$ cat config.mk
export PLATFORM = sky130hd
export DESIGN_NAME = uart_tx_feeder
export DESIGN_NICKNAME = d
export VERILOG_FILES = /design/src/rtl/uart_pkg.sv /design/src/rtl/sync_fifo.sv /design/src/rtl/uart_tx_feeder.sv
export SDC_FILE = /design/constraint.sdc
export NUM_CORES = 1
export LEC_CHECK = 0
export BUFFER_PORTS_ARGS = -buffer_cell sky130_fd_sc_hd__buf_2
export CORE_ASPECT_RATIO = 0.75
export CORE_MARGIN = 1
export CORE_UTILIZATION = 55
export DETAILED_ROUTE_END_ITERATION = 8
export GPL_ROUTABILITY_DRIVEN = 0
export PLACE_DENSITY = 0.84
export REMOVE_ABC_BUFFERS = 1
export SYNTH_ARGS = -nofsm -noshare
export SYNTH_HDL_FRONTEND = slang
export SYNTH_HIERARCHICAL = 1
export SYNTH_SLANG_ARGS = --single-unit
$ cat constraint.sdc
create_clock -name clock -period 2.7 [get_ports clock]
set_input_delay 0.405 -clock clock [delete_from_list [all_inputs] [get_ports clock]]
set_output_delay 0.405 -clock clock [all_outputs]
set_load 0.1 [all_outputs]
$ cat src/rtl/uart_pkg.sv
`default_nettype none
// ============================================================================
// Module  : uart_pkg
// Brief   : Shared types and constants for the UART transmit path.
// Rev     : 1.0
// ============================================================================
package uart_pkg;

    localparam int UART_DATA_W = 8;

    typedef enum logic [1:0] {
        IDLE      = 2'd0,
        LAUNCH    = 2'd1,
        WAIT_DONE = 2'd2
    } feeder_state_t;

endpackage
`default_nettype wire

$ cat src/rtl/sync_fifo.sv
`default_nettype none
// ============================================================================
// Module  : sync_fifo
// Brief   : Single-clock FIFO with occupancy counter; rd_data is the head entry.
// Rev     : 1.0
// ============================================================================
module sync_fifo #(
    parameter int DEPTH  = 16,
    parameter int DATA_W = 8
) (
    input  logic                       clock,
    input  logic                       reset,
    input  logic                       push,
    input  logic [DATA_W-1:0]          wr_data,
    input  logic                       pop,
    output logic [DATA_W-1:0]          rd_data,
    output logic [$clog2(DEPTH):0]     level,
    output logic                       full,
    output logic                       empty
);

    localparam int                     c_ADDR_W     = $clog2(DEPTH);
    localparam logic [c_ADDR_W:0]      c_FULL_LEVEL = (c_ADDR_W+1)'(DEPTH);

    logic [DATA_W-1:0]   r_mem [DEPTH];
    logic [c_ADDR_W-1:0] r_wr_ptr;
    logic [c_ADDR_W-1:0] r_rd_ptr;
    logic [c_ADDR_W:0]   r_level;
    logic                w_push;
    logic                w_pop;

    // Full blocks a push even when a pop happens in the same cycle.
    assign w_push  = push && (r_level != c_FULL_LEVEL);
    assign w_pop   = pop && (r_level != '0);

    assign full    = (r_level == c_FULL_LEVEL);
    assign empty   = (r_level == '0);
    assign level   = r_level;
    assign rd_data = r_mem[r_rd_ptr];

    always_ff @(posedge clock) begin
        if (w_push) begin
            r_mem[r_wr_ptr] <= wr_data;
        end
    end

    always_ff @(posedge clock or posedge reset) begin
        if (reset) begin
            r_wr_ptr <= '0;
            r_rd_ptr <= '0;
            r_level  <= '0;
        end else begin
            if (w_push) begin
                r_wr_ptr <= r_wr_ptr + 1'b1;
            end
            if (w_pop) begin
                r_rd_ptr <= r_rd_ptr + 1'b1;
            end
            case ({w_push, w_pop})
                2'b10:   r_level <= r_level + 1'b1;
                2'b01:   r_level <= r_level - 1'b1;
                default: r_level <= r_level;
            endcase
        end
    end

endmodule
`default_nettype wire

$ cat src/rtl/uart_tx_feeder.sv
`default_nettype none
// ============================================================================
// Module  : uart_tx_feeder
// Brief   : Byte FIFO plus launch FSM pacing frames into the UART transmitter.
// Rev     : 1.0
// ============================================================================
module uart_tx_feeder
    import uart_pkg::*;
#(
    parameter int DEPTH  = 16,
    parameter int DATA_W = UART_DATA_W
) (
    input  logic                       clock,
    input  logic                       reset,
    input  logic                       wr_valid,
    input  logic [DATA_W-1:0]          wr_data,
    output logic                       wr_ready,
    input  logic                       tx_active_flag,
    input  logic                       tx_done_flag,
    output logic                       send,
    output logic [DATA_W-1:0]          data_in,
    output logic [$clog2(DEPTH):0]     level,
    output logic                       empty,
    output logic                       busy
);

    feeder_state_t     r_state;
    logic              r_send;
    logic [DATA_W-1:0] r_data_in;
    logic [DATA_W-1:0] w_head;
    logic              w_full;
    logic              w_empty;
    logic              w_pop;

    // The pop and the IDLE->LAUNCH transition are the same event.
    assign w_pop = (r_state == IDLE) && !w_empty && !tx_active_flag;

    sync_fifo #(
        .DEPTH  (DEPTH),
        .DATA_W (DATA_W)
    ) u_fifo (
        .clock   (clock),
        .reset   (reset),
        .push    (wr_valid),
        .wr_data (wr_data),
        .pop     (w_pop),
        .rd_data (w_head),
        .level   (level),
        .full    (w_full),
        .empty   (w_empty)
    );

    always_ff @(posedge clock or posedge reset) begin
        if (reset) begin
            r_state   <= IDLE;
            r_send    <= 1'b0;
            r_data_in <= '0;
        end else begin
            case (r_state)
                IDLE: begin
                    if (w_pop) begin
                        r_state   <= LAUNCH;
                        r_send    <= 1'b1;
                        r_data_in <= w_head;
                    end
                end
                LAUNCH: begin
                    // A done seen before any active means the frame already ended.
                    if (tx_done_flag) begin
                        r_state <= IDLE;
                        r_send  <= 1'b0;
                    end else if (tx_active_flag) begin
                        r_state <= WAIT_DONE;
                        r_send  <= 1'b0;
                    end
                end
                WAIT_DONE: begin
                    if (tx_done_flag) begin
                        r_state <= IDLE;
                    end
                end
                default: begin
                    r_state <= IDLE;
                    r_send  <= 1'b0;
                end
            endcase
        end
    end

    assign wr_ready = !w_full;
    assign empty    = w_empty;
    assign send     = r_send;
    assign data_in  = r_data_in;
    assign busy     = (r_state != IDLE);

endmodule
`default_nettype wire
Yosys cells after proc, flatten, opt, wreduce, memory -nomap -nowiden
Memory sizes are Yosys's and may differ from the RTL's. A register that Yosys moved wholly into a read port is not among the register bits.
Index checks and enable logic that the tools add are counted.
{"block": "word_totals", "inputBits": 13, "out_inout_bits": 17, "ramBits": 128, "n_memories": 1, "regBits": 16}
{"memory": "u_fifo.r_mem", "words": 16, "word_bits": 8, "read_ports": 1, "rd_clocked_by_memory_dff": 1, "write_ports": 1, "line": "sync_fifo.sv:25", "text": "logic [DATA_W-1:0] r_mem [DEPTH];"}
{"block": "classes", "eq_ne": 9, "muxes": 12, "bitwise": 1, "reduce_logical": 15, "n_addsub": 4}
{"cell": "case mux 5 bit (2 select lines)", "count": 1}
{"cell": "adder 4 x 1 -> 4 bit (second input constant)", "count": 2}
{"cell": "2-to-1 mux 2 bit", "count": 4}
{"cell": "case mux 2 bit (3 select lines)", "count": 1}
{"cell": "AND reduction 3 bit", "count": 2}
{"cell": "adder 5 x 1 -> 5 bit (second input constant)", "count": 1}
{"cell": "equality test 5 bit (second input constant)", "count": 1}
{"cell": "zero test 5 bit", "count": 1}
{"cell": "2-to-1 mux 1 bit", "count": 5}
{"cell": "!= test 5 bit (second input constant)", "count": 1}
{"cell": "nonzero test 5 bit", "count": 1}
{"cell": "subtractor 5 x 1 -> 5 bit (second input constant)", "count": 1}
{"cell": "equality test 2 x 1 -> 1 bit (second input constant)", "count": 2}
{"cell": "equality test 2 bit (second input constant)", "count": 2}
{"cell": "logical AND 1 bit", "count": 4}
{"cell": "nonzero test 2 bit", "count": 2}
{"cell": "zero test 1 bit", "count": 3}
{"cell": "!= test 3 bit (second input constant)", "count": 1}
{"cell": "case mux 1 bit (3 select lines)", "count": 1}
{"cell": "zero test 2 bit", "count": 1}
{"cell": "!= test 2 x 1 -> 1 bit (second input constant)", "count": 1}
{"cell": "!= test 2 bit (second input constant)", "count": 1}
{"cell": "AND reduction 2 bit", "count": 1}
{"cell": "inverter 1 bit", "count": 1}

Depth between registers and ports, before layout
{"block": "depth", "depth_word": 7, "ltp_mapped": 10, "ltp_nobuf": 10}

Modules after synthesis
Netlist, hierarchy kept.
{"module": "sync_fifo", "seq_area_each_um2": 4169.0, "area_each_um2": 5738.0, "n_inst": 1, "cells_per_inst": 320}
{"module": "uart_tx_feeder", "seq_area_each_um2": 275.3, "area_each_um2": 455.4, "n_inst": 1, "cells_per_inst": 31}

Worst setup path before layout
OpenSTA, ideal clock, no wires.
{"block": "synth_timing", "kind": "register to register", "from": "reg u_fifo.r_level[0] (netlist: u_fifo/level[0])", "to": "reg u_fifo.r_level[4] (netlist: u_fifo/level[4])", "t_arrival_ns": 4.587, "setup_ns": 0.162, "period_less_slack_ns": 4.748, "path_buffers": 0, "stages_incl_launch_ff": 11, "path_slack_ns": -2.048, "cell_sequence": "dfrtp_1 -> or4_4 -> nor2_1 -> nor4_4 -> o21a_4 -> ha_1 -> fa_1 -> a21o_1 -> a21oi_1 -> mux2i_1 -> xnor2_1"}
{"block": "synth_via", "elab_chain_cells": 7, "elab_cells_between_ends": 14, "classes_between": "add/sub (2); eq/ne (3); mux (1); reduce/logical (8)"}
{"item": "from (decl)", "line": "sync_fifo.sv:28", "text": "logic [c_ADDR_W:0] r_level;"}
{"item": "from (signal assigned)", "line": "sync_fifo.sv:60", "text": "2'b10: r_level <= r_level + 1'b1;"}
{"item": "from (signal assigned)", "line": "sync_fifo.sv:61", "text": "2'b01: r_level <= r_level - 1'b1;"}
{"item": "from (signal assigned)", "line": "sync_fifo.sv:62", "text": "default: r_level <= r_level;"}
{"item": "zero test 5 bit *", "line": "sync_fifo.sv:37", "text": "assign empty = (r_level == '0);"}
{"item": "net empty", "line": "uart_tx_feeder.sv:23", "text": "output logic empty,"}
{"item": "zero test 1 bit *", "line": "uart_tx_feeder.sv:36", "text": "assign w_pop = (r_state == IDLE) && !w_empty && !tx_active_flag;"}
{"item": "logical AND 1 bit * (2 in series)", "line": "uart_tx_feeder.sv:36"}
{"item": "net w_pop", "line": "uart_tx_feeder.sv:33", "text": "logic w_pop;"}
{"item": "logical AND 1 bit *", "line": "sync_fifo.sv:34", "text": "assign w_pop = pop && (r_level != '0);"}
{"item": "net u_fifo.w_pop", "line": "sync_fifo.sv:30", "text": "logic w_pop;"}
{"item": "equality test 2 x 1 -> 1 bit / equality test 2 bit (equally long branches)", "line": "sync_fifo.sv:59", "text": "case ({w_push, w_pop})"}
{"item": "case mux 5 bit (2 select lines) / nonzero test 2 bit (equally long branches)"}
Mark *: on every way through the listed nets, which the timed path passes. The rest lies on a longest branch.
A chain may end at the register's enable or synchronous reset.

Worst setup path in the final report
{"block": "layout_timing", "from": "reg u_fifo.r_level[0] (netlist: u_fifo/level[0])", "to": "reg u_fifo.r_level[4] (netlist: u_fifo/level[4])"}
{"block": "layout_via", "elab_chain_cells": 7, "elab_cells_between_ends": 14, "classes_between": "add/sub (2); eq/ne (3); mux (1); reduce/logical (8)"}
{"item": "zero test 5 bit *", "line": "sync_fifo.sv:37"}
{"item": "zero test 1 bit *", "line": "uart_tx_feeder.sv:36"}
{"item": "logical AND 1 bit * (2 in series)", "line": "uart_tx_feeder.sv:36"}
{"item": "net w_pop", "line": "uart_tx_feeder.sv:33"}
{"item": "logical AND 1 bit *", "line": "sync_fifo.sv:34"}
{"item": "net u_fifo.w_pop", "line": "sync_fifo.sv:30"}
{"item": "equality test 2 x 1 -> 1 bit / equality test 2 bit (equally long branches)", "line": "sync_fifo.sv:59"}
{"item": "case mux 5 bit (2 select lines) / nonzero test 2 bit (equally long branches)"}
Marks and branches as above.

==> results.json <==
{
  "status": "finished, final reports clean",
  "clock_sinks": 152,
  "hp-class": "in -> async",
  "placed_area_um2": 6690,
  "async_flop_share_pct": 15.8,
  "n_antenna_cell": 0,
  "synth.distinct_cells": 41,
  "grt_setup_unrepaired": "false",
  "final.min_clock_period_ps": 2570,
  "yosysSeqAreaShare_pct": 71.8,
  "swShare_pct": 37.5,
  "crit_required_ps": 3030,
  "p_seq_share_pct": 36.4,
  "grt-ovfl-total": 0,
  "synth-seq-cells": 152,
  "grt_use_met1_pct": 31.7,
  "synth_cells": 351,
  "htreeDepth": 4,
  "antenna_found_initial": 0,
  "dp_hpwl_um": 7870,
  "grt_pass1_wl_um": 18900,
  "routed_wl_um": 12400,
  "timing_worst_slew_pin_value_ps": 895,
  "fp.dieArea_um2": 11700,
  "start_util_pct": 56.6,
  "grt_use_met3_pct": 6.44,
  "slew_violations": 0,
  "stdcell_count": 570,
  "core_um2": 10900,
  "io_buffers": 29,
  "synth_ff_type": "edfxtp_1",
  "ys.warnings.count": 6,
  "place_ws_ps": -56.5,
  "comb_power_share_pct": 37.7,
  "synth.avg_cell_area_um2": 17.6,
  "p_sw_w": 0.00332,
  "final_common_cell": "edfxtp_1",
  "design_area_um2": 7300,
  "leakagePower_nw": 2.68,
  "drive_gt1_share_pct": 29.3,
  "cts_tree": "built",
  "setup.worst_path.end_class": "flip-flop",
  "die_h_um": 93.9,
  "power.density_nw_per_um2": 1210,
  "syn-cell-area_um2": 6190,
  "clock_path_buffers": 2,
  "die_x_um": 125,
  "fmax_mhz": 389,
  "grt_max_degree": 34,
  "hold_ws_ps": 24.2,
  "route.vias.total": 3427,
  "intPower_w": 0.00553,
  "post_drt_via_cell_ratio": 6.01,
  "irDropWorstVdd_uv": 647,
  "cp.arrival_ps": 2900,
  "setup_slack_ps": 132,
  "min_period_over_period_pct": 95.1,
  "hold_buffers": 0,
  "placed_cells_incl_taps": 537,
  "cts_root_buffer": "clkbuf_16",
  "relSlewSlack_pct": 39.8,
  "cp_max_fo": 4,
  "critPathLaunchType": "flip-flop",
  "skew_ps": 6.81,
  "first_iter_violations": 410,
  "cap_violations": 0,
  "met2_usage_pct": 34.2,
  "grt.busiest_layer": "met2",
  "clkPwrFrac_pct": 25.9,
  "grt_pass1_vias": 3344,
  "yosys-top-cells-area": "edfxtp_1 62%, dfrtp_1 9.7%, mux4_2 5.8%",
  "setup_viol_count_final": 0,
  "cts_inserted_buffers": 17,
  "yosys.area.top_type": "edfxtp_1",
  "grt_usage_pct": 22.8,
  "fin_nets": 440,
  "syn_to_final_growth_pct": 17.9,
  "drc_errors": 0,
  "synth_top_area_share_pct": 62.1,
  "finalHoldViolCount": 0,
  "synth_edf_count": 128,
  "layout_common_cells": "128 x edfxtp_1, 34 x buf_4, 33 x mux2i_1, 29 x buf_2, 23 x dfrtp_1",
  "clock_latency_ps": 420,
  "antenna_left": 0,
  "critical_path_class": "reg -> reg",
  "firstDrtPassIters": 7,
  "rows": 33,
  "clk_pin_slew_ps": 60,
  "io_pins": 30,
  "post_drt_wl_per_cell_um": 21.8
}
-- routing by layer --
metal  vias to the layer above  share of wire (%)
li1                       1515                  -
met1                      1731                 44
met2                       163                 47
met3                        18                6.9
met4                         0                1.8
met5                         -                  0
-- area by class of cell --
| class | count | area (um^2) |
|---|---|---|
| inverter | 8 | 30.0 |
| multi-input combinational | 174 | 1660 |
| clock inverter | 14 | 138 |
| sequential | 152 | 4450 |
| timing repair buffer | 64 | 420 |
| fill | 688 | 3640 |
| clock buffer | 18 | 429 |
| tap | 140 | 175 |
-- final timing paths --
path                                 start                 end  slack (ps)  cells past startpoint
setup / recovery           u_fifo/level[0]     u_fifo/level[4]         130                     10
hold / removal                       reset  u_fifo/r_rd_ptr[1]          20                      2
setup reg to reg           u_fifo/level[0]     u_fifo/level[4]         130                     10
hold reg to reg                 data_in[3]          data_in[3]         500                      1
max in group asynchronous            reset  u_fifo/r_rd_ptr[0]        2320                      2
min in group clock            tx_done_flag          r_state[1]         180                      2
-- cells in the mapped netlist (2+ instances only) --
master and instances:
clkbuf_1 4, a22oi_1 8, inv_1 8, mux2i_1 33, xor2_1 2, xnor2_1 8
a221oi_1 15, ha_1 9, buf_1 2, a21oi_1 3, edfxtp_1 128, nor2_1 14
nand2_1 17, dfrtp_1 24, nor3_1 4, and2_1 3, mux2_2 9, o21ai_0 11
buf_4 5, buf_2 5, mux4_2 16, nand2b_1 3, nor2b_1 2
-- state kept, by name (all words and copies together) (netlist names) --
| register | cells |
|---|---|
| data_in | 8 |
| r_state | 2 |
| u_fifo/r_mem | 128 |
| u_fifo/r_wr_ptr | 4 |
| send | 1 |
| u_fifo/level | 5 |
| u_fifo/r_rd_ptr | 4 |
-- kinds of logic (layout without fill, tap and decap cells) --
kind of cell,count (synthesis),in the layout,synth area share [%]
simple gates,51,51,4.18
flops,152,152,71.8
buf+inv,25,104,2.04
fa+ha+maj,10,10,2.14
compound gates,44,44,5.43
xor+xnor,10,10,1.41
mux,59,59,13.0
-- power by group through the flow --
| stage | Clock (W) | Sequential (W) | Combinational, W |
|---|---|---|---|
| floorplan | 0 | 0.00411 | 0.00148 |
| global placement | 0 | 0.00323 | 0.00316 |
| detailed placement | 0 | 0.00326 | 0.00325 |
| CTS | 0.00232 | 0.00322 | 0.00328 |
| global route | 0.00242 | 0.00327 | 0.00353 |
| finish | 0.00229 | 0.00322 | 0.00334 |
-- stage by stage --
step	util (%)	TNS, ps	power, W
6_report	66.7	0	0.00885
5_1_grt	66.7	0	0.00922
4_1_cts	66.4	0	0.00881
3_5_place_dp	61.1	-56.5	0.00650
3_3_place_gp	61.1	-8.83	0.00639
2_1_floorplan	-	-21230	0.00559
-- timing repair --
item | CTS | global route
resized for setup | 3 | 4
pin swaps | 0 | 1
setup endpoints to repair | 2 | 1
buffers inserted | 0 | 1
-- worst max-delay path: stages, from the launching register on --
cell     delay [ps]
dfrtp_1         380
or4_4           550
nor2_4          150
nor4_4           70
o21a_4          140
ha_4            180
fa_2            340
a21o_1          170
a21oi_2         140
mux2i_1         220
xnor2_1         140
No activity file was read; power rests on OpenSTA's default activity.
